==> config.mk <==
export PLATFORM = sky130hd
export DESIGN_NAME = uart_char_source
export DESIGN_NICKNAME = d
export VERILOG_FILES = /design/src/rtl/uart_char_source.sv
export SDC_FILE = /design/constraint.sdc
export NUM_CORES = 1
export LEC_CHECK = 0
export ABC_AREA = 1
export BUFFER_PORTS_ARGS = -buffer_cell sky130_fd_sc_hd__buf_4
export CAP_MARGIN = 20
export CORE_ASPECT_RATIO = 1.75
export CORE_MARGIN = 2
export CORE_UTILIZATION = 43
export DETAILED_ROUTE_END_ITERATION = 8
export PLACE_DENSITY = 0.6
export SLEW_MARGIN = 20
export SYNTH_ARGS = -nofsm -noshare
export SYNTH_HDL_FRONTEND = slang
export SYNTH_SLANG_ARGS = --single-unit
==> constraint.sdc <==
create_clock -name clk -period 2.8 [get_ports clk]
set_input_delay 0.14 -clock clk [delete_from_list [all_inputs] [get_ports clk]]
set_output_delay 0.14 -clock clk [all_outputs]
set_load 0.005 [all_outputs]
==> src/rtl/uart_char_source.sv <==
// uart_char_source: 8N1 serial receiver feeding a 7-bit character FIFO that is drained
// through a ready/data-available handshake. Ports: clk, rst_n (sync, active-low),
// rx (async serial in), rda_in (terminal ready), rd_out[7:1], da_out, overrun, frame_err.
module uart_char_source #(
    parameter int CLK_HZ     = 14318180,
    parameter int BAUD       = 9600,
    parameter int FIFO_DEPTH = 16,
    parameter int UPCASE     = 1
) (
    input  logic       clk,
    input  logic       rst_n,
    input  logic       rx,
    input  logic       rda_in,
    output logic [7:1] rd_out,
    output logic       da_out,
    output logic       overrun,
    output logic       frame_err
);

    localparam int DIV  = (CLK_HZ + BAUD / 2) / BAUD;
    localparam int HALF = DIV / 2;
    localparam int CW   = $clog2(DIV + 1);
    localparam int AW   = $clog2(FIFO_DEPTH);

    typedef enum logic [1:0] {IDLE, START, DATA, STOP} rx_state_t;
    typedef enum logic [1:0] {O_IDLE, O_PRESENT, O_RELEASE} o_state_t;

    // ------------------------------------------------------------------
    // State
    // ------------------------------------------------------------------
    logic            rx_s1_q,    rx_s1_d;
    logic            rx_s2_q,    rx_s2_d;
    logic            rx_prev_q,  rx_prev_d;
    rx_state_t       rx_state_q, rx_state_d;
    logic [CW-1:0]   baud_cnt_q, baud_cnt_d;
    logic [2:0]      bit_cnt_q,  bit_cnt_d;
    logic [7:0]      shift_q,    shift_d;
    logic            wr_pend_q,  wr_pend_d;
    logic [6:0]      wr_dat_q,   wr_dat_d;
    logic            frame_err_q, frame_err_d;
    logic [AW:0]     wr_ptr_q,   wr_ptr_d;
    logic [AW:0]     rd_ptr_q,   rd_ptr_d;
    logic            overrun_q,  overrun_d;
    o_state_t        o_state_q,  o_state_d;
    logic [6:0]      rd_out_q,   rd_out_d;
    logic            da_out_q,   da_out_d;

    logic [6:0]      mem_q [FIFO_DEPTH];

    logic            rx_fall;
    logic [6:0]      folded;
    logic            fifo_empty;
    logic            fifo_full;
    logic [6:0]      fifo_head;
    logic            pop;
    logic            push;

    // ------------------------------------------------------------------
    // Receiver
    // ------------------------------------------------------------------
    assign rx_fall = rx_prev_q & ~rx_s2_q;

    // Bit 7 dropped, optional lowercase fold on the remaining 7 bits.
    always_comb begin
        folded = shift_q[6:0];
        if (UPCASE == 1 && shift_q[6:0] >= 7'h61 && shift_q[6:0] <= 7'h7A) begin
            folded = shift_q[6:0] - 7'h20;
        end
    end

    always_comb begin
        rx_s1_d     = rx;
        rx_s2_d     = rx_s1_q;
        rx_prev_d   = rx_s2_q;
        rx_state_d  = rx_state_q;
        baud_cnt_d  = baud_cnt_q;
        bit_cnt_d   = bit_cnt_q;
        shift_d     = shift_q;
        wr_pend_d   = 1'b0;
        wr_dat_d    = wr_dat_q;
        frame_err_d = 1'b0;

        case (rx_state_q)
            IDLE: begin
                baud_cnt_d = '0;
                bit_cnt_d  = '0;
                if (rx_fall) begin
                    rx_state_d = START;
                end
            end
            START: begin
                // Mid-start-bit check rejects glitches shorter than half a bit.
                if (baud_cnt_q == CW'(HALF - 1)) begin
                    baud_cnt_d = '0;
                    rx_state_d = rx_s2_q ? IDLE : DATA;
                end else begin
                    baud_cnt_d = baud_cnt_q + CW'(1);
                end
            end
            DATA: begin
                if (baud_cnt_q == CW'(DIV - 1)) begin
                    baud_cnt_d = '0;
                    shift_d    = {rx_s2_q, shift_q[7:1]};
                    bit_cnt_d  = bit_cnt_q + 3'd1;
                    if (bit_cnt_q == 3'd7) begin
                        rx_state_d = STOP;
                    end
                end else begin
                    baud_cnt_d = baud_cnt_q + CW'(1);
                end
            end
            STOP: begin
                if (baud_cnt_q == CW'(DIV - 1)) begin
                    baud_cnt_d = '0;
                    rx_state_d = IDLE;
                    if (rx_s2_q) begin
                        wr_pend_d = 1'b1;
                        wr_dat_d  = folded;
                    end else begin
                        frame_err_d = 1'b1;
                    end
                end else begin
                    baud_cnt_d = baud_cnt_q + CW'(1);
                end
            end
            default: rx_state_d = IDLE;
        endcase
    end

    // ------------------------------------------------------------------
    // FIFO
    // ------------------------------------------------------------------
    assign fifo_empty = (wr_ptr_q == rd_ptr_q);
    assign fifo_full  = (wr_ptr_q[AW] != rd_ptr_q[AW]) &&
                        (wr_ptr_q[AW-1:0] == rd_ptr_q[AW-1:0]);

    // When empty, a byte being written this cycle is forwarded straight to
    // the output so a simultaneous write and read both succeed.
    assign fifo_head = fifo_empty ? wr_dat_q : mem_q[rd_ptr_q[AW-1:0]];

    assign pop  = (o_state_q == O_IDLE) && rda_in && (!fifo_empty || wr_pend_q);
    // A full FIFO still accepts a write if the head leaves on the same edge.
    assign push = wr_pend_q && (!fifo_full || pop);

    always_comb begin
        wr_ptr_d  = wr_ptr_q + (AW + 1)'(push);
        rd_ptr_d  = rd_ptr_q + (AW + 1)'(pop);
        overrun_d = overrun_q | (wr_pend_q & fifo_full & ~pop);
    end

    // Storage needs no reset: the pointers define what is valid.
    always_ff @(posedge clk) begin
        if (rst_n && push) begin
            mem_q[wr_ptr_q[AW-1:0]] <= wr_dat_q;
        end
    end

    // ------------------------------------------------------------------
    // Output handshake
    // ------------------------------------------------------------------
    always_comb begin
        o_state_d = o_state_q;
        rd_out_d  = rd_out_q;
        da_out_d  = da_out_q;

        case (o_state_q)
            O_IDLE: begin
                if (pop) begin
                    rd_out_d  = fifo_head;
                    da_out_d  = 1'b1;
                    o_state_d = O_PRESENT;
                end
            end
            O_PRESENT: begin
                if (!rda_in) begin
                    da_out_d  = 1'b0;
                    o_state_d = O_RELEASE;
                end
            end
            O_RELEASE: begin
                // Wait for the terminal to become ready again before the
                // next character, so one character per accept cycle.
                da_out_d = 1'b0;
                if (rda_in) begin
                    o_state_d = O_IDLE;
                end
            end
            default: begin
                da_out_d  = 1'b0;
                o_state_d = O_IDLE;
            end
        endcase
    end

    // ------------------------------------------------------------------
    // Registers
    // ------------------------------------------------------------------
    always_ff @(posedge clk) begin
        if (!rst_n) begin
            rx_s1_q     <= 1'b1;
            rx_s2_q     <= 1'b1;
            rx_prev_q   <= 1'b1;
            rx_state_q  <= IDLE;
            baud_cnt_q  <= '0;
            bit_cnt_q   <= '0;
            shift_q     <= '0;
            wr_pend_q   <= 1'b0;
            wr_dat_q    <= '0;
            frame_err_q <= 1'b0;
            wr_ptr_q    <= '0;
            rd_ptr_q    <= '0;
            overrun_q   <= 1'b0;
            o_state_q   <= O_IDLE;
            rd_out_q    <= '0;
            da_out_q    <= 1'b0;
        end else begin
            rx_s1_q     <= rx_s1_d;
            rx_s2_q     <= rx_s2_d;
            rx_prev_q   <= rx_prev_d;
            rx_state_q  <= rx_state_d;
            baud_cnt_q  <= baud_cnt_d;
            bit_cnt_q   <= bit_cnt_d;
            shift_q     <= shift_d;
            wr_pend_q   <= wr_pend_d;
            wr_dat_q    <= wr_dat_d;
            frame_err_q <= frame_err_d;
            wr_ptr_q    <= wr_ptr_d;
            rd_ptr_q    <= rd_ptr_d;
            overrun_q   <= overrun_d;
            o_state_q   <= o_state_d;
            rd_out_q    <= rd_out_d;
            da_out_q    <= da_out_d;
        end
    end

    assign rd_out    = rd_out_q;
    assign da_out    = da_out_q;
    assign overrun   = overrun_q;
    assign frame_err = frame_err_q;

endmodule

# ---- Word level (Yosys, flattened, before mapping)
# Memory sizes are Yosys's and may differ from the RTL's. A register that Yosys moved wholly into a read port is not among the register bits.
# Cells that the tools add are included.
dict set report word_totals {
  inputBits 4
  out_inout_bits 10
  ff_bits 57
  elab_cells 97
  ram_bits 112
  memories 1
}
# memory depth word_bits rd rd_clocked_by_memory_dff wr line_no
set mem_list {}
lappend mem_list {mem_q 16 7 1 1 1 48} ;# logic [6:0] mem_q [FIFO_DEPTH];
dict set report classes {
  bitwise 6
  eq_ne 19
  n_reduce_logical 22
  add_sub_neg 5
  order_cmp 2
  muxes 26
}
# operator count
set op_table {}
lappend op_table {{case mux 11 bit (3 select lines)} 1}
lappend op_table {{2-to-1 mux 11 bit} 2}
lappend op_table {{2-to-1 mux 2 bit} 9}
lappend op_table {{!= test 2 bit, second input constant} 8}
lappend op_table {{2-to-1 mux 7 bit} 2}
lappend op_table {{adder 11 x 1 -> 11 bit, second input constant} 1}
lappend op_table {{== test 11 x 10 -> 1 bit, second input constant} 1}
lappend op_table {{== test 11 bit, second input constant} 1}
lappend op_table {{adder 5 x 1 -> 5 bit} 2}
lappend op_table {{AND reduction 3 bit} 3}
lappend op_table {{case mux 2 bit (4 select lines)} 1}
lappend op_table {{AND reduction 2 bit} 4}
lappend op_table {{>= comparator 7 bit, second input constant} 1}
lappend op_table {{<= comparator 7 bit, second input constant} 1}
lappend op_table {{subtractor 7 x 6 -> 7 bit, second input constant} 1}
lappend op_table {{== test 2 bit, second input constant} 3}
lappend op_table {{logical AND 1 bit} 6}
lappend op_table {{2-to-1 mux 1 bit} 6}
lappend op_table {{case mux 2 bit (3 select lines)} 1}
lappend op_table {{case mux 3 bit (2 select lines)} 1}
lappend op_table {{== test 5 bit} 1}
lappend op_table {{AND reduction 5 bit} 1}
lappend op_table {{== test 2 x 1 -> 1 bit, second input constant} 2}
lappend op_table {{== test 4 bit} 1}
lappend op_table {{14 further kinds} 20}

# ---- Longest topological paths before layout
# Gate-level depths: netlist of the first run.
dict set report depth {
  depth_word 9
  ltp_mapped 15
  depth_no_buf 14
}

# ---- Worst setup path before layout of the first run
# Ideal clock, no wire load.
dict set report synth_path {
  kind {register -> register}
  from {reg rd_ptr_q[0]}
  to {reg wr_ptr_q[4]}
  slack_ns 0.860
  arrival_time_ns 1.812
  synth_period_minus_slack_ns 1.940
  setup_time_ns 0.128
  path_buffers 1
  required_ns 2.672
  stages_incl_launch_ff 16
  cell_sequence {dfxtp_1 > inv_2 > buf_6 > nand2_1 > nand2_1 > nor2_4 > nand4_1 > nand2_2 > nand2_2 > nand2_1 > inv_2 > ha_1 > ha_1 > nand2_1 > xor2_1 > nor2_1}
}
dict set report synth_via {
  elab_chain_cells 7
  elab_cells_between_ends 10
  cone_classes {add/sub (1); eq/ne (2); reduce/logical (7)}
}
# item line_no
set synth_rtl {}
lappend synth_rtl {{start, declared} 42} ;# logic [AW:0] rd_ptr_q, rd_ptr_d;
lappend synth_rtl {{start signal, assigned} 228} ;# rd_ptr_q <= rd_ptr_d;
lappend synth_rtl {{== test 5 bit} 133} ;# assign fifo_empty = (wr_ptr_q == rd_ptr_q);
lappend synth_rtl {{zero test 1 bit} 141} ;# assign pop = (o_state_q == O_IDLE) && rda_in && (!fifo_empty || wr_pend_q);
lappend synth_rtl {{logical OR 1 bit} 141}
lappend synth_rtl {{logical AND 1 bit} 141}
lappend synth_rtl {{logical OR 1 bit *} 143} ;# assign push = wr_pend_q && (!fifo_full || pop);
lappend synth_rtl {{logical AND 1 bit *} 143}
lappend synth_rtl {{adder 5 x 1 -> 5 bit *} 146} ;# wr_ptr_d = wr_ptr_q + (AW + 1)'(push);
lappend synth_rtl {{end signal, assigned} 227} ;# wr_ptr_q <= wr_ptr_d;
lappend synth_rtl {{end, declared} 41} ;# logic [AW:0] wr_ptr_q, wr_ptr_d;
# Every way passes the cells marked *; elsewhere a longest branch is shown, timed or not.
# A chain may end at the register's enable or synchronous reset.

# ---- Worst setup path after layout of the first run
dict set report layout_path {
  from {reg rd_ptr_q[2]}
  to {mem mem_q[14][0] (enable)}
}
dict set report layout_via {
  elab_chain_cells 9
  elab_cells_between_ends 12
  cone_classes {eq/ne (2); mux (2); reduce/logical (8)}
}
# item line_no
set layout_rtl {}
lappend layout_rtl {{== test 5 bit} 133}
lappend layout_rtl {{zero test 1 bit} 141}
lappend layout_rtl {{logical OR 1 bit} 141}
lappend layout_rtl {{logical AND 1 bit} 141}
lappend layout_rtl {{logical OR 1 bit *} 143}
lappend layout_rtl {{logical AND 1 bit *} 143}
lappend layout_rtl {{logical AND 1 bit *} 153} ;# if (rst_n && push) begin
lappend layout_rtl {{2-to-1 mux 1 bit *} 153}
lappend layout_rtl {{2-to-1 mux 1 bit (not written as such) *} 154} ;# mem_q[wr_ptr_q[AW-1:0]] <= wr_dat_q;
lappend layout_rtl {{end, declared} 48}
# Marked as above.

==> reports/metrics.yaml, run 1 <==
fin_setup_tns_ns: 0
rows: 62
r2r-start: "rd_ptr_q[2]$_SDFF_PN0_"
die_area_sq_um: 17800
wl_met2_um: 9540
n_fill_cell: 1555
p_per_area_nw_per_um2: 608
setup_viol: 0
timing.final.ws_setup_ns: 0.466
synth-seq-cells: 169
cpMostUsedCell: "nand2_1"
wl_met3_um: 530
start_util_pct: 43.9
clock_latency_ns: 0.42
fin_hold_ws_ns: 0.0543
utilization_pct: 49.6
cp_data_arrival_time_ns: 2.40
avgSynthCellArea_sq_um: 9.39
critical_path.startpoint_type: "flop"
wl_um: 17200
antenna_found_initial: 0
placed_cell_area_sq_um: 7530
synth_cell_types: 31
max_freq_mhz: 428
path_cells: "inv_2 > nand2_1 > nand2_1 > nor2_1 > nand4_1 > nand2_2 > nand2_2 > nand2_1 > inv_2 > nand2_4 > nor2_1"
slew_headroom_pct: 44.5
worstHoldStart: "rst_n"
final_net_count: 799
core_sq_um: 16400
startpoint: "rd_ptr_q[2]$_SDFF_PN0_"
first_global_vias: 5242
drt-met1-wl_um: 6540
hold_class: "in -> reg"
worstMarginPinSlew_ns: 0.831
grt_max_degree: 57
grt_pass1_wl_um: 27100
finalClockSkew_ns: 0.00846
place_ws_ns: 0.461
slowest_delay_ns: 0.53
drt_iter0_markers: 433
drv_slew: 0
diodes: 0
cts-root-buf: "clkbuf_16"
max-vdd-ir-drop_v: 0.000529
clk_path_buf_depth: 2
yosysWarningCount: 0
final_area_sq_um: 8120
hpwlAfterDp_um: 12300
syn2layout_area_growth_pct: 12.9
highest_layer: "met4"
ys_seq_area_share_pct: 62.7
syn-num-nets: 779
cp_slowest_cell: "nor2_1"
cts.sinks: 169
critPathKind: "reg -> reg"
period_minus_slack_ns: 2.33
drc: 0
cp-end-kind: "flop"
port_buffers: 13
ctsResizeCount: 0
power.leakage_nw: 3.15
path_delay_family: "simple AND/OR/NAND/NOR gates"
vias: 5235
finalCritPeriodShare_pct: 83.4
io_pins: 14
synth_area_sq_um: 7190
drive_above_1_share_pct: 10.0
finalHoldViolations: 0
cts_tree: "done"
cts.htree.levels: 4
dieWidth_um: 102
vias_per_cell: 5.12
overflow: 0
drt-wirelength-per-cell_um: 16.9
drv_cap: 0
synth_cells: 765
dieHeight_um: 175
status: "completed"
numCtsBuffers: 17
drtAntennaViolNets: 0
drtPass1Iterations: 5
track_usage_pct: 20.4
crit_buf_inv: 2
crit_path_max_fanout: 18
gp_congestion: 0.882
grt_setup_unrepaired: "false"
path_clk_slew_ns: 0.07
worstPathRequired_ns: 2.86
stage by stage:
| step | instances | power [mW] |
|---|---|---|
| floorplan | 765 | 2.74 |
| global placement | 988 | 2.75 |
| detailed placement | 988 | 2.75 |
| CTS | 1022 | 4.97 |
| global route | 1022 | 5.08 |
| finish | 1022 | 4.94 |
synthesized netlist by cell type:
master	number	area, sq um
nand2_1	202	758
nor2_1	129	484
edfxtp_1	112	3360
dfxtp_1	57	1140
nand3_1	55	275
o21ai_0	45	225
inv_1	43	161
a21oi_1	30	150
buf_2	10	50.1
clkbuf_1	10	37.5
ha_1	10	125
nor2_2	10	62.6
nor3_1	7	35.0
xor2_1	6	52.6
buf_1	5	18.8
nand4_1	5	31.3
xnor2_1	5	43.8
inv_2	4	15.0
nor3b_1	3	22.5
a31oi_1	2	12.5
clkinv_1	2	7.51
nand2_2	2	12.5
o21bai_1	2	15.0
or2_2	2	12.5
buf_4	1	7.51
buf_6	1	11.3
buf_8	1	15.0
nand2_4	1	11.3
nand3_2	1	10.0
nor2_4	1	11.3
o21a_1	1	7.51
kinds of logic after synthesis:
kind of cell | Yosys count | synth area share (%)
buffers and inverters | 77 | 4.51
AO/OA/AOI/OAI | 80 | 5.71
flip-flops | 169 | 62.7
AND/OR/NAND/NOR | 418 | 24.0
XOR/XNOR | 11 | 1.34
adder cells (fa/ha/maj) | 10 | 1.74
registers in the layout, summed over array words and instances (netlist names), 2 cells and up, named ones only:
name and cells:
mem_q 112, baud_cnt_q 11, shift_q 8, rd_out 7, wr_dat_q 7, rd_ptr_q 5
wr_ptr_q 5, bit_cnt_q 3, o_state_q 2
timing repair:
item                                   CTS  global route
setup endpoints to repair                0             0
hold buffers                             2             0
setup buffers                            0             0
endpoints found under the hold margin    2             0
power breakdown:
part | switching (mW) | internal [mW]
Clock | 0.998 | 1.24
Combinational | 0.0410 | 0.0205
Sequential | 0.00699 | 2.63
Total | 1.05 | 3.89
cell type report:
| cell class | count | area (sq um) | share of cell area (%) |
|---|---|---|---|
| sequential | 169 | 4510 | 55.5 |
| multi-input combinational | 519 | 2360 | 29.1 |
| clock buffer | 17 | 425 | 5.24 |
| tap | 224 | 280 | 3.45 |
| timing repair buffer | 29 | 223 | 2.74 |
| inverter | 49 | 184 | 2.27 |
| clock inverter | 15 | 140 | 1.73 |
routing by layer:
metal | vias up | global-route usage (%)
li1 | 2569 | -
met1 | 2484 | 22.6
met2 | 138 | 37.0
met3 | 44 | 3.72
met4 | 0 | 8.90
met5 | - | 0
worst paths after layout:
kind	endpoint	slack, ns	depth (start not counted)
worst max-delay path	mem_q[14][0]$_DFFE_PP_	0.47	11
worst min register to register	rx_prev_d$_SDFF_PN1_	0.41	1
worst max register to register	mem_q[14][0]$_DFFE_PP_	0.47	11
worst min-delay path	rx_prev_q$_SDFF_PN1_	0.05	2
cells in the final DEF, fill, tap and decap left out:
cell type,netlist,final
bufinv_16,0,1
buf_4,1,27
inv_6,0,3
clkbuf_16,0,17
ha_1,10,10
xnor2_1,5,5
inv_8,0,2
clkinv_2,0,2
nor3b_1,3,3
edfxtp_1,112,112
dlygate4sd3_1,0,2
nand3_2,1,1
clkinv_1,2,3
nand2_4,1,1
clkinvlp_4,0,4
clkinv_4,0,2
nor2_2,10,10
o21ai_0,45,45
inv_1,43,43
nor2_4,1,1
o21a_1,1,1
o21bai_1,2,2
a31oi_1,2,2
dfxtp_2,0,1
xor2_1,6,6
nand3_1,55,55
inv_2,4,4
a21oi_1,30,30
nand4_1,5,5
nor2_1,129,129
nand2_2,2,2
nand2_1,202,202
nor3_1,7,7
or2_2,2,2
dfxtp_1,57,56
No activity file was read; power rests on OpenSTA's default activity.
==> inputs of run 2 (changes only) <==
- ABC_AREA: 1 -> 0
- PLACE_DENSITY: 0.6 -> 0.62
- clock period: 2.8 -> 1.9 ns (I/O delays scaled with it)
==> run 2 against run 1 <==
The flow now finishes with violations (setup timing). Combinational power increased by 3.7%. Worst setup slack got worse by 0.55 ns. Core utilization increased by 4.4 points. Clock skew increased by 0.0045 ns. Sequential share of layout area decreased by 2.3 points. Cell count decreased by 27%. Non-clock buffer count increased by 38. Maximum frequency increased by 18%. Critical endpoint is now wr_ptr_q[4]$_SDFF_PN0_. Largest cell class unchanged.
==> reports/metrics.yaml, run 2 <==
drt_iter0_markers: 304  # was 433
wl_um: 15300  # was 17,200 um
port_buffers: 13  # unchanged
layoutNonFillerInstCount: 749  # was 1,022
async_reset_ff_share_pct: 0  # unchanged
max-vdd-ir-drop_v: 0.000623  # was 0.000529 V
cp_data_arrival_time_ns: 2.28  # was 2.40 ns
worstHoldStart: "rst_n"  # unchanged
avgSynthCellArea_sq_um: 14.0  # was 9.39 sq um
die_area_sq_um: 16900  # was 17,800 sq um
reg2reg_setup_slack_ns: -0.09  # was 0.47 ns
grt_setup_unrepaired: "true"  # was false
track_usage_pct: 18.7  # was 20.4%
max_freq_mhz: 504  # was 428 MHz
final_cell_mix: "edfxtp_1, buf_4, dfxtp_1"  # was nand2_1, nor2_1, edfxtp_1
synth.area.top_cells: "edfxtp_1, dfxtp_1, mux2i_1"  # was edfxtp_1, dfxtp_1, nand2_1
n_fill_cell: 1267  # was 1,555
cts_tree: "done"  # unchanged
synth_cells: 487  # was 765
r2r_end: "wr_ptr_q[4]$_SDFF_PN0_"  # was mem_q[14][0]$_DFFE_PP_
diodes: 0  # unchanged
drive_above_1_share_pct: 31.3  # was 10.0%
synth-seq-cells: 169  # unchanged
hold_end: "rx_prev_q$_SDFF_PN1_"  # unchanged
drtPass1Iterations: 4  # was 5
hold_class: "in -> reg"  # unchanged
gp_congestion: 0.834  # was 0.882
utilization_pct: 54.0  # was 49.6%
antenna_found_initial: 0  # unchanged
r2r-start: "rd_ptr_q[0]$_SDFF_PN0_"  # was rd_ptr_q[2]$_SDFF_PN0_
ys.flop_type: "edfxtp_1"  # unchanged
power.leakage_nw: 2.83  # was 3.15 nW
path_clk_slew_ns: 0.07  # about the same
status: "finished, violations left"  # was completed
critPathKind: "reg -> reg"  # unchanged
drv_cap: 0  # unchanged
dieWidth_um: 99.3  # was 102 um
largest_register_ffs: 112  # unchanged
dp_cells: 709  # was 988
ys_seq_area_share_pct: 65.9  # was 62.7%
drc: 0  # unchanged
overflow: 0  # unchanged
clock_latency_ns: 0.42  # about the same
dieHeight_um: 171  # was 175 um
synth-edff-count: 112  # unchanged
yosys.area.top_type: "edfxtp_1"  # unchanged
vias_per_cell: 5.50  # was 5.12
period_minus_slack_ns: 1.99  # was 2.33 ns
drv_slew: 0  # unchanged
final_net_count: 561  # was 799
timing.final.ws_setup_ns: -0.0855  # was 0.466 ns
p_per_area_nw_per_um2: 855  # was 608 nW/um^2
finalClockSkew_ns: 0.0130  # was 0.00846 ns
yosysWarningCount: 0  # unchanged
io_pins: 14  # unchanged
syn2layout_area_growth_pct: 24.2  # was 12.9%
finalHoldViolations: 0  # unchanged
cts.sinks: 169  # unchanged
critical_path.startpoint_type: "flop"  # unchanged
grt_pass1_wl_um: 23700  # was 27,100 um
synth_top_area_share_pct: 49.2  # was 46.8%
rows: 61  # was 62
setup_viol: 19  # was 0
numCtsBuffers: 17  # unchanged
whs_path_depth: 3  # was 2
worstPathRequired_ns: 2.20  # was 2.86 ns
worstMarginPinSlew_ns: 0.874  # was 0.831 ns
drtAntennaViolNets: 0  # unchanged
hpwlAfterDp_um: 10500  # was 12,300 um
crit_path_max_fanout: 5  # was 18
drt-wirelength-per-cell_um: 20.4  # was 16.9 um
slew_headroom_pct: 41.5  # was 44.5%
final_common_cell: "edfxtp_1"  # was nand2_1
vias: 4118  # was 5,235
synth_area_sq_um: 6830  # was 7190 sq um
cp-end-kind: "flop"  # unchanged
clk_path_buf_depth: 2  # unchanged
synth_common_cells: "edfxtp_1, dfxtp_1, nor2_1"  # was nand2_1, nor2_1, edfxtp_1
synth_cell_types: 46  # was 31
failed_checks: "setup timing"
start_util_pct: 43.4  # was 43.9%
core_sq_um: 15700  # was 16,400 sq um
syn-num-nets: 501  # was 779
cts.htree.levels: 4  # unchanged
first_global_vias: 4362  # was 5,242
fin_setup_tns_ns: -0.260  # was 0 ns
cts-root-buf: "clkbuf_16"  # unchanged
yosys.cell_count.top_type: "edfxtp_1"  # was nand2_1
finalCritPeriodShare_pct: 104  # was 83.4%
worst_r2r_path_depth: 9  # was 11
grt_max_degree: 30  # was 57
run 2: area by class of cell:
type / instances / area, sq um / area share (%)
clock inverters: 15 / 151 / 1.78
flip-flops and latches: 169 / 4520 / 53.3
inverters: 7 / 26.3 / 0.310
repair buffers: 67 / 611 / 7.20
multi-input cells: 285 / 2510 / 29.6
clock buffers: 17 / 425 / 5.01
well taps: 189 / 236 / 2.79
run 2: critical path, stage by stage, from the launching register on:
cell	delay [ns]
dfxtp_4	0.37
xnor2_2	0.16
nand4_1	0.15
or3_4	0.43
and2_4	0.16
ha_4	0.17
ha_4	0.17
nand3_2	0.06
xor2_1	0.13
nor2_1	0.05
run 2: per-layer routing:
| metal | track usage [%] | part of all wire (%) | up-vias |
|---|---|---|---|
| met1 | 20.3 | 38 | 2076 |
| met5 | 0 | 0 | - |
| met3 | 3.72 | 2.3 | 16 |
| li1 | - | - | 1952 |
| met2 | 34.8 | 57 | 74 |
| met4 | 8.28 | 2.5 | 0 |
run 2: kinds of logic after synthesis:
group	synth area share, %
xor gates and xnor gates	2.95
AOI/OAI and AO/OA	5.95
muxes	10.8
buffers and inverters	2.33
and+or+nand+nor	10.2
adders and majority gates	1.83
DFF	65.9
run 2: timing repair:
action                     in CTS  in global routing
resized for setup              45                 34
hold endpoints to repair        2                  0
setup endpoints to repair     120                 92
hold buffers                    2                  0
setup buffers                   1                  4
cloned                          0                  1
pin swaps                      15                 11
run 2: worst max-delay path by stage:
stage                              to  depth (start not counted)                   start  slack (ns)
2_1_floorplan  wr_ptr_q[4]$_SDFF_PN0_                         11  rd_ptr_q[3]$_SDFF_PN0_       -0.12
3_3_place_gp   rd_out[2]$_SDFFE_PN0P_                          7  rd_ptr_q[0]$_SDFF_PN0_       -0.30
3_5_place_dp   rd_out[2]$_SDFFE_PN0P_                          7  rd_ptr_q[0]$_SDFF_PN0_       -0.32
4_1_cts         mem_q[4][2]$_DFFE_PP_                          5  rd_ptr_q[2]$_SDFF_PN0_       -0.09
5_1_grt        wr_ptr_q[4]$_SDFF_PN0_                          9  rd_ptr_q[0]$_SDFF_PN0_       -0.14
6_report       wr_ptr_q[4]$_SDFF_PN0_                          9  rd_ptr_q[0]$_SDFF_PN0_       -0.09
run 2: where the power goes:
group	switching (mW)	internal, mW	leakage (nW)	total [mW]
Combinational	0.0386	0.0252	1.05	0.0638
Clock	1.57	1.75	0.282	3.32
Sequential	0.00590	3.87	1.50	3.88
Total	1.61	5.65	2.83	7.26
run 2: stage by stage:
| step | worst slack (ns) | cell area (sq um) | power (mW) | hold WS (ns) |
|---|---|---|---|---|
| detailed placement | -0.323 | 7440 | 4.02 | 0.289 |
| floorplan | -0.116 | 6900 | 3.99 | 0.168 |
| global placement | -0.303 | 7440 | 4.02 | 0.280 |
| finish | -0.0855 | 8480 | 7.26 | 0.0552 |
| CTS | -0.0924 | 8240 | 7.33 | 0.0436 |
| global route | -0.140 | 8480 | 7.49 | 0.0559 |
==> inputs of run 3 (changes only) <==
- clock period: 1.9 -> 1.7 ns (I/O delays scaled with it)
==> run 3 against run 2 <==
The flow still finishes with violations (setup timing). Flip-flop and latch count stayed put. Cell count is 5.9% higher. Clock power is 24% higher. Via count is 7.8% higher. Clock skew is 0.0038 ns lower. Critical path type unchanged. Critical endpoint unchanged. Largest power group unchanged.
==> reports/metrics.yaml, run 3 (synthesis results as in run 2) <==
status: "finished, violations left"  # unchanged
failed_checks: "setup timing"  # unchanged
die_area_sq_um: 16900  # unchanged
drive_above_1_share_pct: 39.6  # was 31.3%
cts_tree: "done"  # unchanged
syn2layout_area_growth_pct: 34.5  # was 24.2%
drc: 0  # unchanged
p_comb_share_pct: 1.0  # was 0.9%
drv_cap: 0  # unchanged
cts.htree.levels: 4  # unchanged
hold_end: "rx_prev_q$_SDFF_PN1_"  # unchanged
final_common_cell: "edfxtp_1"  # unchanged
worstMarginPinSlew_ns: 0.802  # was 0.874 ns
io_pins: 14  # unchanged
finalCritPeriodShare_pct: 121  # was 104%
finalClockSkew_ns: 0.00922  # was 0.0130 ns
core_sq_um: 15700  # unchanged
vias: 4440  # was 4,118
clk_path_buf_depth: 2  # unchanged
cp-end-kind: "flop"  # unchanged
n_fill_cell: 1223  # was 1,267
cts.sinks: 169  # unchanged
r2r-start: "rd_ptr_q[2]$_SDFF_PN0_"  # was rd_ptr_q[0]$_SDFF_PN0_
whs_path_depth: 3  # unchanged
gp_congestion: 0.809  # was 0.834
drv_slew: 0  # unchanged
antenna_found_initial: 0  # unchanged
max-vdd-ir-drop_v: 0.000660  # was 0.000623 V
fin_setup_tns_ns: -25.91  # was -0.260 ns
cp_data_arrival_time_ns: 2.36  # was 2.28 ns
slew_headroom_pct: 46.5  # was 41.5%
wl_um: 16300  # was 15,300 um
p_sw_share_pct: 21.0  # was 22.2%
r2r_end: "wr_ptr_q[4]$_SDFF_PN0_"  # unchanged
worst_r2r_path_depth: 10  # was 9
critPathKind: "reg -> reg"  # unchanged
max_freq_mhz: 484  # was 504 MHz
dieWidth_um: 99.3  # unchanged
period_minus_slack_ns: 2.06  # was 1.99 ns
clock_latency_ns: 0.42  # about the same
p_per_area_nw_per_um2: 930  # was 855 nW/um^2
final_net_count: 605  # was 561
vias_per_cell: 5.60  # was 5.50
cts-root-buf: "clkbuf_16"  # unchanged
finalHoldViolations: 0  # unchanged
hold_class: "in -> reg"  # unchanged
drt-wirelength-per-cell_um: 20.5  # was 20.4 um
path_clk_slew_ns: 0.07  # about the same
overflow: 0  # unchanged
timing.final.ws_setup_ns: -0.365  # was -0.0855 ns
reg2reg_setup_slack_ns: -0.36  # was -0.09 ns
dp_cells: 735  # was 709
power.share.clock_pct: 48.3  # was 45.7%
setup_viol: 136  # was 19
worstPathRequired_ns: 2.00  # was 2.20 ns
power.switching_mw: 1.79  # was 1.61 mW
port_buffers: 13  # unchanged
crit_path_max_fanout: 2  # was 5
hpwlAfterDp_um: 10500  # about the same
layoutNonFillerInstCount: 793  # was 749
grt_setup_unrepaired: "true"  # unchanged
seqPwrFrac_pct: 50.7  # was 53.4%
numCtsBuffers: 17  # unchanged
grt_max_degree: 26  # was 30
drtPass1Iterations: 5  # was 4
power.leakage_nw: 3.11  # was 2.83 nW
first_global_vias: 4612  # was 4,362
register_area_sq_um: 4530  # was 4520 sq um
worstHoldStart: "rst_n"  # unchanged
final_cell_mix: "edfxtp_1, buf_4, dfxtp_1"  # unchanged
drt_iter0_markers: 296  # was 304
multi_input_area_sq_um: 2700  # was 2510 sq um
dieHeight_um: 171  # unchanged
largest_register_ffs: 112  # unchanged
grt_pass1_wl_um: 24800  # was 23,700 um
start_util_pct: 43.4  # unchanged
drtAntennaViolNets: 0  # unchanged
diodes: 0  # unchanged
critical_path.startpoint_type: "flop"  # unchanged
track_usage_pct: 19.5  # was 18.7%
p_int_mw: 6.75  # was 5.65 mW
rows: 61  # unchanged
run 3: critical path, stage by stage (launching register included):
cell,delay [ns]
dfxtp_2,0.35
xnor2_2,0.17
nand4_1,0.16
or3_4,0.37
buf_6,0.13
and2_4,0.16
ha_4,0.17
ha_4,0.16
nand3_2,0.06
xor2_1,0.16
nor2_1,0.06
run 3: stage by stage:
stage	total power [mW]	instance area [sq um]	setup slack [ns]	hold slack (ns)	utilization, %
CTS	8.56	8820	-0.281	0.0269	56.1
floorplan	4.46	6930	-0.316	0.158	-
global placement	4.49	7690	-0.649	0.266	48.9
global route	8.76	9190	-0.415	0.0572	58.4
detailed placement	4.49	7690	-0.690	0.268	48.9
finish	8.54	9190	-0.365	0.0365	58.4
run 3: cell type report:
type,count,area share [%]
clock inverters,15,2.26
clock buffers,17,4.63
well taps,189,2.57
repair buffers,111,11.5
multi-input cells,285,29.4
inverters,7,0.286
flip-flops and latches,169,49.3
run 3: routing by layer:
metal / GRT usage, % / vias up / part of all wire, %
li1: - / 2049 / -
met1: 20.3 / 2243 / 36
met2: 36.3 / 102 / 56
met3: 3.92 / 46 / 2.4
met4: 10.4 / 0 / 5.2
met5: 0 / - / 0
run 3: power groups by stage:
stage | logic (mW) | registers, mW | clock network (mW)
2_1_floorplan | 0.0368 | 4.42 | 0
3_3_place_gp | 0.0660 | 4.43 | 0
3_5_place_dp | 0.0668 | 4.43 | 0
4_1_cts | 0.0788 | 4.33 | 4.15
5_1_grt | 0.0949 | 4.33 | 4.33
6_report | 0.0865 | 4.33 | 4.13
run 3: how the worst max path moves through the flow:
stage / start / to / slack, ns / cells past startpoint
after floorplan: rd_ptr_q[3]$_SDFF_PN0_ / wr_ptr_q[4]$_SDFF_PN0_ / -0.32 / 11
after detailed placement: rd_ptr_q[0]$_SDFF_PN0_ / rd_out[2]$_SDFFE_PN0P_ / -0.69 / 8
after CTS: rd_ptr_q[1]$_SDFF_PN0_ / rd_out[3]$_SDFFE_PN0P_ / -0.28 / 7
final: rd_ptr_q[2]$_SDFF_PN0_ / wr_ptr_q[4]$_SDFF_PN0_ / -0.36 / 10
after global routing: rd_ptr_q[0]$_SDFF_PN0_ / wr_ptr_q[4]$_SDFF_PN0_ / -0.42 / 10
after global placement: rd_ptr_q[0]$_SDFF_PN0_ / rd_out[2]$_SDFFE_PN0P_ / -0.65 / 8
run 3: timing repair:
| item | in CTS | in global routing |
|---|---|---|
| setup buffers | 19 | 17 |
| endpoints found under the setup margin | 155 | 162 |
| hold buffers | 2 | 0 |
| hold endpoints to repair | 2 | 0 |
| pin swaps | 37 | 33 |
| resized for setup | 91 | 40 |
| gates cloned | 1 | 2 |
